==> config.mk <==
export PLATFORM = sky130hd
export DESIGN_NAME = multicycle_ctrl_flat
export DESIGN_NICKNAME = d
export VERILOG_FILES = /design/src/rtl/multicycle_ctrl_pkg.sv /design/src/rtl/multicycle_ctrl_if.sv /design/src/rtl/ctrl_out_decode.sv /design/src/rtl/multicycle_ctrl.sv /design/src/flat_wrapper.sv
export SDC_FILE = /design/constraint.sdc
export NUM_CORES = 1
export LEC_CHECK = 0
export CELL_PAD_IN_SITES_DETAIL_PLACEMENT = 1
export CELL_PAD_IN_SITES_GLOBAL_PLACEMENT = 2
export CORE_MARGIN = 8
export CORE_UTILIZATION = 29
export DETAILED_ROUTE_END_ITERATION = 7
export GPL_TIMING_DRIVEN = 0
export PLACE_DENSITY = 0.89
export SLEW_MARGIN = 0
export SYNTH_ARGS = -nofsm -noshare
export SYNTH_HDL_FRONTEND = slang
export SYNTH_SLANG_ARGS = --single-unit
==> constraint.sdc <==
create_clock -name clk -period 3.4 [get_ports clk]
set_input_delay 0.51 -clock clk [delete_from_list [all_inputs] [get_ports clk]]
set_output_delay 0.51 -clock clk [all_outputs]
set_load 0.03 [all_outputs]
==> src/rtl/multicycle_ctrl_pkg.sv <==
// Shared definitions for the MISC-V multi-cycle controller: opcodes, state codes,
// datapath mux/ALU codes and the bundled control-word type.
package multicycle_ctrl_pkg;

  localparam logic [2:0] OP_R   = 3'b000;
  localparam logic [2:0] OP_I   = 3'b001;
  localparam logic [2:0] OP_LD  = 3'b010;
  localparam logic [2:0] OP_ST  = 3'b011;
  localparam logic [2:0] OP_BEQ = 3'b100;
  localparam logic [2:0] OP_BNE = 3'b101;
  localparam logic [2:0] OP_J   = 3'b110;
  localparam logic [2:0] OP_JAL = 3'b111;

  localparam logic [3:0] S_IDLE     = 4'd0;
  localparam logic [3:0] S_FETCH    = 4'd1;
  localparam logic [3:0] S_DECODE   = 4'd2;
  localparam logic [3:0] S_EXEC_R   = 4'd3;
  localparam logic [3:0] S_EXEC_I   = 4'd4;
  localparam logic [3:0] S_ALU_WB   = 4'd5;
  localparam logic [3:0] S_MEM_ADDR = 4'd6;
  localparam logic [3:0] S_MEM_RD   = 4'd7;
  localparam logic [3:0] S_MEM_WB   = 4'd8;
  localparam logic [3:0] S_MEM_WR   = 4'd9;
  localparam logic [3:0] S_BRANCH   = 4'd10;
  localparam logic [3:0] S_JUMP     = 4'd11;

  localparam logic [1:0] ALU_ADD  = 2'b00;
  localparam logic [1:0] ALU_SUB  = 2'b01;
  localparam logic [1:0] ALU_FUNC = 2'b10;

  localparam logic [1:0] SRCB_RT  = 2'b00;
  localparam logic [1:0] SRCB_TWO = 2'b01;
  localparam logic [1:0] SRCB_IMM = 2'b10;

  localparam logic [1:0] PC_SEQ = 2'b00;
  localparam logic [1:0] PC_BR  = 2'b01;
  localparam logic [1:0] PC_JMP = 2'b10;

  typedef struct packed {
    logic       mem_req;
    logic       mem_we;
    logic       iord;
    logic       ir_write;
    logic       pc_write;
    logic [1:0] pc_src;
    logic       reg_write;
    logic       mem_to_reg;
    logic       link_sel;
    logic       alu_src_a;
    logic [1:0] alu_src_b;
    logic [1:0] alu_op;
  } ctrl_t;

  // A store finishes on its memory handshake; every other final state retires unconditionally.
  function automatic logic instr_retires(input logic [3:0] st, input logic mem_ready);
    return (st == S_ALU_WB) || (st == S_MEM_WB) || (st == S_BRANCH) ||
           (st == S_JUMP) || ((st == S_MEM_WR) && mem_ready);
  endfunction

endpackage

==> src/rtl/multicycle_ctrl_if.sv <==
// Single-port memory handshake between the controller (master) and memory (slave).
interface multicycle_ctrl_if;
  logic mem_req;
  logic mem_we;
  logic iord;
  logic mem_ready;

  modport master (output mem_req, output mem_we, output iord, input mem_ready);
  modport slave  (input mem_req, input mem_we, input iord, output mem_ready);
endinterface

==> src/rtl/ctrl_out_decode.sv <==
// Combinational control-word decode: Moore outputs per state plus the few Mealy
// terms (fetch completion and branch condition).
module ctrl_out_decode
  import multicycle_ctrl_pkg::*;
(
  input  logic [3:0] state,
  input  logic [2:0] opcode,
  input  logic       zero,
  input  logic       mem_ready,
  output ctrl_t      ctrl
);

  always_comb begin
    ctrl = '0;
    case (state)
      S_FETCH: begin
        ctrl.mem_req   = 1'b1;
        ctrl.alu_src_b = SRCB_TWO;
        ctrl.ir_write  = mem_ready;
        ctrl.pc_write  = mem_ready;
        ctrl.pc_src    = PC_SEQ;
      end
      // ALU is idle here, so it precomputes PC + imm as the branch target.
      S_DECODE: ctrl.alu_src_b = SRCB_IMM;
      S_EXEC_R: begin
        ctrl.alu_src_a = 1'b1;
        ctrl.alu_src_b = SRCB_RT;
        ctrl.alu_op    = ALU_FUNC;
      end
      S_EXEC_I, S_MEM_ADDR: begin
        ctrl.alu_src_a = 1'b1;
        ctrl.alu_src_b = SRCB_IMM;
        ctrl.alu_op    = ALU_ADD;
      end
      S_ALU_WB: ctrl.reg_write = 1'b1;
      S_MEM_RD: begin
        ctrl.mem_req = 1'b1;
        ctrl.iord    = 1'b1;
      end
      S_MEM_WB: begin
        ctrl.reg_write  = 1'b1;
        ctrl.mem_to_reg = 1'b1;
      end
      S_MEM_WR: begin
        ctrl.mem_req = 1'b1;
        ctrl.mem_we  = 1'b1;
        ctrl.iord    = 1'b1;
      end
      S_BRANCH: begin
        ctrl.alu_src_a = 1'b1;
        ctrl.alu_src_b = SRCB_RT;
        ctrl.alu_op    = ALU_SUB;
        ctrl.pc_src    = PC_BR;
        ctrl.pc_write  = (opcode == OP_BNE) ? ~zero : zero;
      end
      S_JUMP: begin
        ctrl.pc_write  = 1'b1;
        ctrl.pc_src    = PC_JMP;
        ctrl.reg_write = (opcode == OP_JAL);
        ctrl.link_sel  = (opcode == OP_JAL);
      end
      default: ctrl = '0;
    endcase
  end

endmodule

==> src/rtl/multicycle_ctrl.sv <==
// Multi-cycle main control FSM for the 16-bit MISC-V core: state register,
// next-state logic and retired-instruction counter.
module multicycle_ctrl
  import multicycle_ctrl_pkg::*;
#(
  parameter int CNT_W = 16
) (
  input  logic                 clk,
  input  logic                 rst_n,
  input  logic                 run,
  input  logic [2:0]           opcode,
  input  logic                 zero,
  multicycle_ctrl_if.master    mem,
  output logic                 ir_write,
  output logic                 pc_write,
  output logic [1:0]           pc_src,
  output logic                 reg_write,
  output logic                 mem_to_reg,
  output logic                 link_sel,
  output logic                 alu_src_a,
  output logic [1:0]           alu_src_b,
  output logic [1:0]           alu_op,
  output logic [3:0]           state_o,
  output logic [CNT_W-1:0]     retired
);

  logic [3:0] state;
  logic [3:0] state_nxt;
  logic       retire;
  ctrl_t      ctrl;

  ctrl_out_decode u_dec (
    .state     (state),
    .opcode    (opcode),
    .zero      (zero),
    .mem_ready (mem.mem_ready),
    .ctrl      (ctrl)
  );

  assign retire = instr_retires(state, mem.mem_ready);

  always_comb begin
    state_nxt = S_IDLE;
    case (state)
      S_IDLE:     state_nxt = run ? S_FETCH : S_IDLE;
      S_FETCH:    state_nxt = mem.mem_ready ? S_DECODE : S_FETCH;
      S_DECODE: begin
        if (opcode == OP_R)            state_nxt = S_EXEC_R;
        else if (opcode == OP_I)       state_nxt = S_EXEC_I;
        else if (opcode[2:1] == 2'b01) state_nxt = S_MEM_ADDR;
        else if (opcode[2:1] == 2'b10) state_nxt = S_BRANCH;
        else                           state_nxt = S_JUMP;
      end
      S_EXEC_R, S_EXEC_I: state_nxt = S_ALU_WB;
      S_MEM_ADDR: state_nxt = (opcode == OP_LD) ? S_MEM_RD : S_MEM_WR;
      S_MEM_RD:   state_nxt = mem.mem_ready ? S_MEM_WB : S_MEM_RD;
      S_MEM_WR:   state_nxt = S_MEM_WR;
      default:    state_nxt = S_IDLE;
    endcase
    // Every final cycle, including a store's handshake cycle, samples run here.
    if (retire) state_nxt = run ? S_FETCH : S_IDLE;
  end

  always_ff @(posedge clk or negedge rst_n) begin
    if (!rst_n) state <= S_IDLE;
    else        state <= state_nxt;
  end

  always_ff @(posedge clk or negedge rst_n) begin
    if (!rst_n)      retired <= '0;
    else if (retire) retired <= retired + 1'b1;
  end

  assign mem.mem_req = ctrl.mem_req;
  assign mem.mem_we  = ctrl.mem_we;
  assign mem.iord    = ctrl.iord;
  assign ir_write    = ctrl.ir_write;
  assign pc_write    = ctrl.pc_write;
  assign pc_src      = ctrl.pc_src;
  assign reg_write   = ctrl.reg_write;
  assign mem_to_reg  = ctrl.mem_to_reg;
  assign link_sel    = ctrl.link_sel;
  assign alu_src_a   = ctrl.alu_src_a;
  assign alu_src_b   = ctrl.alu_src_b;
  assign alu_op      = ctrl.alu_op;
  assign state_o     = state;

endmodule

==> src/flat_wrapper.sv <==
// flat-port wrapper written by rule: the top's interface ports become plain ports
module multicycle_ctrl_flat import multicycle_ctrl_pkg::*;
#(
  parameter int CNT_W = 16
)
  (clk, rst_n, run, opcode, zero, ir_write, pc_write, pc_src, reg_write, mem_to_reg, link_sel, alu_src_a, alu_src_b, alu_op, state_o, retired, mem_mem_req, mem_mem_we, mem_iord, mem_mem_ready);
  multicycle_ctrl_if mem_i ();
  input  logic clk;
  input  logic rst_n;
  input  logic run;
  input  logic [2:0] opcode;
  input  logic zero;
  output logic ir_write;
  output logic pc_write;
  output logic [1:0] pc_src;
  output logic reg_write;
  output logic mem_to_reg;
  output logic link_sel;
  output logic alu_src_a;
  output logic [1:0] alu_src_b;
  output logic [1:0] alu_op;
  output logic [3:0] state_o;
  output logic [CNT_W-1:0] retired;
  output wire logic [$bits(mem_i.mem_req)-1:0] mem_mem_req;
  output wire logic [$bits(mem_i.mem_we)-1:0] mem_mem_we;
  output wire logic [$bits(mem_i.iord)-1:0] mem_iord;
  input wire logic [$bits(mem_i.mem_ready)-1:0] mem_mem_ready;
  assign mem_mem_req = mem_i.mem_req;
  assign mem_mem_we = mem_i.mem_we;
  assign mem_iord = mem_i.iord;
  assign mem_i.mem_ready = mem_mem_ready;
  multicycle_ctrl #(.CNT_W(CNT_W)) u_core (.clk(clk), .rst_n(rst_n), .run(run), .opcode(opcode), .zero(zero), .mem(mem_i), .ir_write(ir_write), .pc_write(pc_write), .pc_src(pc_src), .reg_write(reg_write), .mem_to_reg(mem_to_reg), .link_sel(link_sel), .alu_src_a(alu_src_a), .alu_src_b(alu_src_b), .alu_op(alu_op), .state_o(state_o), .retired(retired));
endmodule
# Word-level counts from Yosys, hierarchy flattened
# Index checks and enable logic that the tools add are counted.
dict set report word_totals {
  elab_cells 56
  inputBits 8
  out_inout_bits 35
  reg_bits 20
}
dict set report classes {
  n_mux 22
  n_addsub 1
  bitwise_logic 1
  eq_ne 17
  reduce_logical 13
}
# operator count
set op_table {}
lappend op_table {{$pmux W4 S7} 1}
lappend op_table {{$mux W4} 6}
lappend op_table {{$add A16 B1 Y16 const B} 1}
lappend op_table {{$eq A4 B3 Y1 const B} 4}
lappend op_table {{$eq A4 B4 Y1 const B} 4}
lappend op_table {{$mux W1} 10}
lappend op_table {{$pmux W3 S3} 1}
lappend op_table {{$eq A4 B2 Y1 const B} 2}
lappend op_table {{$pmux W2 S2} 2}
lappend op_table {{$eq A3 B3 Y1 const B} 2}
lappend op_table {{$reduce_or A2 Y1} 3}
lappend op_table {{$reduce_or A3 Y1} 2}
lappend op_table {{$eq A4 B1 Y1 const B} 1}
lappend op_table {{$logic_not A4 Y1} 1}
lappend op_table {{$logic_or A1 B1 Y1} 4}
lappend op_table {{$reduce_or A4 Y1} 1}
lappend op_table {{$eq A3 B1 Y1 const B} 1}
lappend op_table {{$eq A3 B2 Y1 const B} 1}
lappend op_table {{$logic_not A3 Y1} 1}
lappend op_table {{$eq A2 B1 Y1 const B} 1}
lappend op_table {{$eq A2 B2 Y1 const B} 1}
lappend op_table {{$mux W2} 1}
lappend op_table {{$pmux W1 S2} 1}
lappend op_table {{$logic_and A1 B1 Y1} 1}
lappend op_table {{$not A1 Y1} 1}

# Longest topological paths before layout
# Gate-level depths: netlist (run 1).
dict set report logic_depth {
  word_depth 7
  ltp_mapped 6
  depth_no_buf 6
}

# Cells and area by module
# From an unflattened synthesis (run 1), not the netlist that was laid out.
dict set report unflattened {
  hier_cells 144
  hier_area_um2 1366.3
}
# mod cells_each instances area_per_inst_um2 seq_area_each_um2
set by_module_without_submodules {}
lappend by_module_without_submodules {multicycle_ctrl 114 1 1138.6 500.5}
lappend by_module_without_submodules {ctrl_out_decode 30 1 227.7 0.0}

# Least setup slack after synthesis (run 1)
# Ideal clock, no wire load.
dict set report synth_path {
  path_kind {register to output}
  from {register u_core.state[2] (netlist: u_core.state_o[2])}
  to {output reg_write}
  arrival_ps 2196
  path_stages_with_launch 7
  n_path_buf 2
  path_slack_ps 694
  path_cell_list {dfrtp_1 -> buf_6 -> nand2b_4 -> buf_6 -> nor2_1 -> and4_1 -> o21bai_1}
}
dict set report synth_between {
  elab_chain_len 3
}
# item line_no
set synth_rtl {}
lappend synth_rtl {{start, declared} multicycle_ctrl.sv:27} ;# logic [3:0] state;
lappend synth_rtl {{start signal, assigned} multicycle_ctrl.sv:66} ;# else state <= state_nxt;
lappend synth_rtl {{$eq A4 B4 Y1 or $eq A4 B3 Y1 (tied branches)} ctrl_out_decode.sv:15} ;# case (state)
lappend synth_rtl {{$reduce_or A2 Y1 (no source line)} -}
lappend synth_rtl {{$pmux W1 S2 *} ctrl_out_decode.sv:15}
lappend synth_rtl {{end, declared} flat_wrapper.sv:16} ;# output logic reg_write;
# Mark *: on every way between the ends. The rest lies on a longest branch, timed or not.

# Worst setup path in the final report (run 1)
dict set report layout_path {
  from {register u_core.state[1] (netlist: u_core.state_o[1])}
  to {output pc_write}
}
dict set report layout_between {
  elab_chain_len 2
}
# item line_no
set layout_rtl {}
lappend layout_rtl {{$eq A4 B4 Y1 or $eq A4 B1 Y1 (tied branches)} ctrl_out_decode.sv:15}
lappend layout_rtl {{$pmux W3 S3 *} ctrl_out_decode.sv:15}
lappend layout_rtl {{end, declared} flat_wrapper.sv:14} ;# output logic pc_write;
# Marked as above.

==> results of run 1 <==
-- per-layer routing --
layer / wire length [um] / vias up / global-route usage (%)
li1: - / 576 / -
met1: 1820 / 566 / 13.8
met2: 1800 / 36 / 18.0
met3: 260 / 0 / 3.22
met4: 0 / 0 / 1.92
met5: 0 / - / 0
-- cells in the mapped netlist, types with 2 or more instances --
library cell / instances / area share, %
nand2_1: 10 / 2.9
or4b_1: 2 / 1.5
buf_2: 3 / 1.1
dfrtp_1: 20 / 38
o21ai_0: 6 / 2.3
o22a_1: 4 / 2.7
nor2_1: 9 / 2.6
a21oi_1: 5 / 1.9
o32ai_4: 2 / 4.2
nand2b_1: 3 / 1.4
and3_1: 3 / 1.4
o221ai_1: 3 / 2.0
buf_6: 2 / 1.7
nand3b_1: 2 / 1.1
nor3_1: 4 / 1.5
ha_1: 2 / 1.9
nand4_1: 6 / 2.9
inv_1: 7 / 2.0
nand3_1: 9 / 3.4
clkbuf_1: 3 / 0.86
and4_1: 2 / 1.3
xnor2_1: 14 / 9.3
xor2_1: 2 / 1.3
-- per-stage QoR --
| stage | cells | hold slack, ns |
|---|---|---|
| 6_report | 234 | 0.487 |
| 5_1_grt | 234 | 0.526 |
| 4_1_cts | 234 | 0.489 |
| 3_5_place_dp | 230 | 0.471 |
| 3_3_place_gp | 230 | 0.469 |
| 2_1_floorplan | 136 | 0.214 |
-- sequential cells by signal, summed over array words and instances (netlist names) --
name,flops
u_core.retired,16
u_core.state_o,4
-- power by group --
group	switching [uW]	internal, uW	leakage (uW)
Combinational	558	389	0.000455
Sequential	79.5	294	0.000264
Clock	76.5	157	0.0000357
Total	714	840	0.000755
-- cell families after synthesis --
logic type                 after synthesis
DFF                                     20
and+or+nand+nor                         57
muxes                                    1
adders and majority gates                2
buffers and inverters                   16
AOI/OAI and AO/OA                       24
xor gates and xnor gates                16
-- area by class of cell --
cell class | count | area, um^2 | area share (%)
buffer | 9 | 56.3 | 3.01
clock buffer | 3 | 41.3 | 2.21
clock inverter | 1 | 30.0 | 1.61
inverter | 7 | 26.3 | 1.40
multi-input combinational | 100 | 731 | 39.1
sequential | 20 | 500 | 26.8
tap | 52 | 65.1 | 3.48
timing repair buffer | 42 | 420 | 22.5
-- cell usage in the layout (no fill, tap or decap), types with 2 or more instances in the layout --
cell type	synthesis	layout
a21oi_1	5	5
and3_1	3	3
and4_1	2	2
buf_2	3	3
buf_6	2	2
clkbuf_1	3	3
clkbuf_8	0	3
clkdlybuf4s50_1	0	42
dfrtp_1	20	20
ha_1	2	2
inv_1	7	7
nand2_1	10	10
nand2b_1	3	3
nand3_1	9	9
nand3b_1	2	2
nand4_1	6	6
nor2_1	9	9
nor3_1	4	4
o21ai_0	6	6
o221ai_1	3	3
o22a_1	4	4
o32ai_4	2	2
or4b_1	2	2
xnor2_1	14	14
xor2_1	2	2
-- path summary, 6_finish.rpt --
check	slack (ns)	cells past startpoint	endpoint	from
worst max-delay path	0.53	5	pc_write	u_core.state_o[1]
worst min-delay path	0.49	1	u_core.retired[15]	u_core.retired[15]
worst max register to register	1.66	6	u_core.retired[7]	u_core.state_o[2]
worst min register to register	0.49	1	u_core.retired[15]	u_core.retired[15]
max in group asynchronous	2.11	1	u_core.state_o[2]	rst_n
min in group asynchronous	0.75	1	u_core.retired[12]	rst_n
-- critical path, cell delays in order (launching register included) --
cell             delay [ns]
dfrtp_1                0.34
buf_2                  0.22
clkbuf_1               0.38
nand3_1                0.23
o221ai_1               0.21
clkdlybuf4s50_1        0.71
==> impl_metrics.toml, run 1 <==
[cells_and_area]
drive_above_1_share_pct = 9.34
fill_cells = 510
nets = 193
syn_to_final_growth_pct = 42.4
antenna_cells = 0
final_core_utilization_pct = 43.0
stdcell_area_um2 = 1870

[timing]
worst_slack_ns = 0.533
finalSetupTns_ns = 0
fmax_ghz = 0.349
slew_violations = 0
rsz0062_at_grt = "no"
worstMarginPinSlew_ns = 0.875
finClkSkew_ns = 0.00112
hold_viol = 0
slew_headroom_pct = 41.5
finalSetupViolCount = 0
period_needed_ns = 2.87
period_share_pct = 84.3

[clocking]
clkTransAtPathRegs_ns = 0.07
postCtsSetupRepairBufs = 0
cts_buffer_depth = 2
clkSinkCount = 20
insertion_delay_ns = 0.25
cts_made_buffers = 3
cts_tree = "built"
clockRootBuffer = "clkbuf_8"
ctsResizeCount = 0
cts_hold_buf = 0
cts_htree_levels = 1

[synthesis]
yosys.area_share.adder_pct = 1.90
ys_ff_latch = 20
synth_edf_count = 0
yosysWarnings = 0
synth_xor_area_share_pct = 10.7
synth_sequential_area_ratio_pct = 38.1
synthSimpleGateAreaFrac_pct = 26.7
avgSynthCellArea_um2 = 9.66
synth_nets = 146
ys.flop_type = "dfrtp_1"
synth-compound-area-share_pct = 15.5
synthCells = 136
synthesis.area_um2 = 1310
synth_top_family_by_area = "simple AND/OR/NAND/NOR gates"
synthArstFlopShare_pct = 100
synthMuxAreaShare_pct = 0.857
ys_types = 36

[placement]
routabilityCongestion = 0.796
dp_slack_ns = 0.598
place.detailed.hpwl_um = 3120
io_buffers = 42
place_area_um2 = 1800

[global_route]
grt_pass1_vias = 1297
antenna_found_initial = 0
grt_pass1_wl_um = 6660
grt_usage_pct = 11.0
grt-ovfl-total = 0
grt_start_max_net_pins = 21

[floorplanning]
core_um2 = 4350
die_area_um2 = 6940
start_util_pct = 30.2
dieWidth_um = 83.3
die_h_um = 83.3
boundaryPins = 43
core.rowCount = 24

[power]
p_total_uw = 1550
leakage_uw = 0.000755
max-vdd-ir-drop_mv = 0.431
powerDensity_nw_per_um2 = 831

[route]
drt-initial-drc-count = 36
drtPass1Iterations = 4
viasPerCell = 5.03
vias = 1178
wire_per_inst_um = 16.6
drc_errors = 0
routed_wl_um = 3880
drtAntennaViolNets = 0

[run]
maxCapViolations = 0

[setup_path]
required_ns = 2.89
critPathLaunchType = "flip-flop"
endpoint_kind = "output port"
critPathArrivalTime_ns = 2.36
path_class = "reg -> out"
crit_fanout = 10

[hold_path]
min_path_type = "reg -> reg"

[run_status]
status = "finished, final reports clean"
Note: power is estimated with default switching activity, not from simulation.
==> run 2, diff against run 1 <==
--- a/config.mk
+++ b/config.mk
@@ -8,10 +8,10 @@
 export CELL_PAD_IN_SITES_DETAIL_PLACEMENT = 1
 export CELL_PAD_IN_SITES_GLOBAL_PLACEMENT = 2
 export CORE_MARGIN = 8
-export CORE_UTILIZATION = 29
+export CORE_UTILIZATION = 27
 export DETAILED_ROUTE_END_ITERATION = 7
 export GPL_TIMING_DRIVEN = 0
-export PLACE_DENSITY = 0.89
+export PLACE_DENSITY = 0.84
 export SLEW_MARGIN = 0
 export SYNTH_ARGS = -nofsm -noshare
 export SYNTH_HDL_FRONTEND = slang
==> constraint.sdc (replaced) <==
create_clock -name clk -period 2.71 [get_ports clk]
set_input_delay 0.4065 -clock clk [delete_from_list [all_inputs] [get_ports clk]]
set_output_delay 0.4065 -clock clk [all_outputs]
set_load 0.03 [all_outputs]
==> impl_metrics.toml, run 2 (synthesized netlist as in run 1, its figures left out) <==
[run_status]
status = "finished, final reports clean"

[cells_and_area]
fill_cells = 543
syn_to_final_growth_pct = 42.5
multi_input_area_um2 = 731
antenna_cells = 0
ff_latch_area_um2 = 500
nets = 193
largest-register = "u_core.retired"
drive_above_1_share_pct = 9.39
final_common_cell = "clkdlybuf4s50_1"
final_cell_mix = "36 x clkdlybuf4s50_1, 20 x dfrtp_1, 14 x xnor2_1, 10 x nand2_1"
largest_reg_flops = 16

[power]
p_clk_share_pct = 10.0
p_total_uw = 1850
seq_power_share_pct = 25.4
power_frac_comb_pct = 64.6
powerDensity_nw_per_um2 = 990
p_int_uw = 949
switching_share_pct = 48.8
leakage_uw = 0.000832
max-vdd-ir-drop_mv = 0.456
p_sw_uw = 905

[placement]
routabilityCongestion = 0.788
place.detailed.hpwl_um = 3150
io_buffers = 42

[hold_path]
holdPathEnd = "u_core.retired[15]"
hold_depth = 1
min_path_type = "reg -> reg"
worstHoldStart = "u_core.retired[15]"

[route]
drt-initial-drc-count = 48
drtPass1Iterations = 4
drc_errors = 0
viasPerCell = 4.91
drtAntennaViolNets = 0
wire_per_inst_um = 15.9
vias = 1218
routed_wl_um = 3950

[setup_path]
r2r-start = "u_core.state_o[2]"
crit_fanout = 10
regToRegSetupSlack_ns = 1.01
required_ns = 2.30
path_class = "reg -> out"
ff2ff_path_depth = 6
critPathLaunchType = "flip-flop"
critPathArrivalTime_ns = 2.14
endpoint_kind = "output port"
r2r-end = "u_core.retired[13]"

[floorplanning]
dieWidth_um = 85.8
start_util_pct = 27.8
core_um2 = 4720
boundaryPins = 43
die_area_um2 = 7350
die_h_um = 85.8
core.rowCount = 25

[clocking]
cts_tree = "built"
cts_hold_buf = 0
cts_buffer_depth = 2
clkSinkCount = 20
cts_htree_levels = 1
clockRootBuffer = "clkbuf_8"
insertion_delay_ns = 0.25
cts_made_buffers = 3
clkTransAtPathRegs_ns = 0.07

[timing]
slew_violations = 0
fmax_ghz = 0.392
finalSetupTns_ns = 0
finClkSkew_ns = 0.00530
hold_viol = 0
slew_headroom_pct = 42.4
finalSetupViolCount = 0
worstMarginPinSlew_ns = 0.861
rsz0062_at_grt = "no"
period_share_pct = 94.1
period_needed_ns = 2.55

[global_route]
grt-ovfl-total = 0
grt_pass1_wl_um = 6600
grt_pass1_vias = 1335
grt_usage_pct = 10.8
grt_start_max_net_pins = 21
antenna_found_initial = 0

[run]
maxCapViolations = 0
==> run 2: worst max path at each step <==
stage                                 start      endpoint  slack [ns]  cells past startpoint
after floorplan           u_core.state_o[2]     reg_write        0.11                      6
after global placement            opcode[1]      pc_write        0.15                      5
after detailed placement          opcode[1]      pc_write        0.13                      5
after CTS                 u_core.state_o[1]      pc_write        0.04                      6
after global routing      u_core.state_o[1]     pc_src[0]       0.002                      6
final                     u_core.state_o[2]  alu_src_b[1]        0.16                      5
==> run 2: cell type report <==
class | count | share of cell area [%]
Sequential cell | 20 | 26.7
Buffer | 9 | 3.07
Tap cell | 67 | 4.48
Timing Repair Buffer | 42 | 23.1
Multi-Input combinational cell | 100 | 39.0
Clock buffer | 3 | 2.21
Inverter | 7 | 1.40
==> run 2: what timing repair did <==
item	in CTS	in global routing
setup buffers	0	0
resized for setup	2	5
setup endpoints to repair	3	5
==> run 2: worst max-delay path, stage by stage, from the launching register on <==
cell and delay (ns):
dfrtp_1 0.37, buf_6 0.14, clkbuf_1 0.35, nor2_1 0.14
nor3_1 0.17, clkdlybuf4s50_1 0.71
==> run 2: stage by stage <==
stage	util (%)	setup slack, ns	hold slack (ns)	cell area, um^2	instances
after floorplan	-	0.108	0.111	1310	136
after global placement	38.5	0.147	0.471	1820	245
after detailed placement	38.5	0.131	0.472	1820	245
after CTS	39.4	0.0408	0.484	1860	248
after global routing	39.6	0.00233	0.522	1870	248
final	39.6	0.159	0.476	1870	248
==> run 2: power groups by stage <==
stage | clock network, uW | registers (uW) | logic, uW
floorplan | 0 | 585 | 655
global placement | 0 | 467 | 1180
detailed placement | 0 | 477 | 1220
CTS | 190 | 475 | 1210
global route | 210 | 489 | 1280
finish | 185 | 471 | 1200
==> run 2: routing by layer <==
metal / GRT usage [%] / share of wire (%)
met1: 12.3 / 42
met2: 18.6 / 49
met3: 4.01 / 8.5
met4: 2.39 / 0.43
met5: 0 / 0
==> run 3, diff against run 2 <==
--- a/config.mk
+++ b/config.mk
@@ -5,6 +5,7 @@
 export SDC_FILE = /design/constraint.sdc
 export NUM_CORES = 1
 export LEC_CHECK = 0
+export CAP_MARGIN = 20
 export CELL_PAD_IN_SITES_DETAIL_PLACEMENT = 1
 export CELL_PAD_IN_SITES_GLOBAL_PLACEMENT = 2
 export CORE_MARGIN = 8
==> results of run 3 <==
No change in the layout: final DEF, timing and power equal those of run 2.
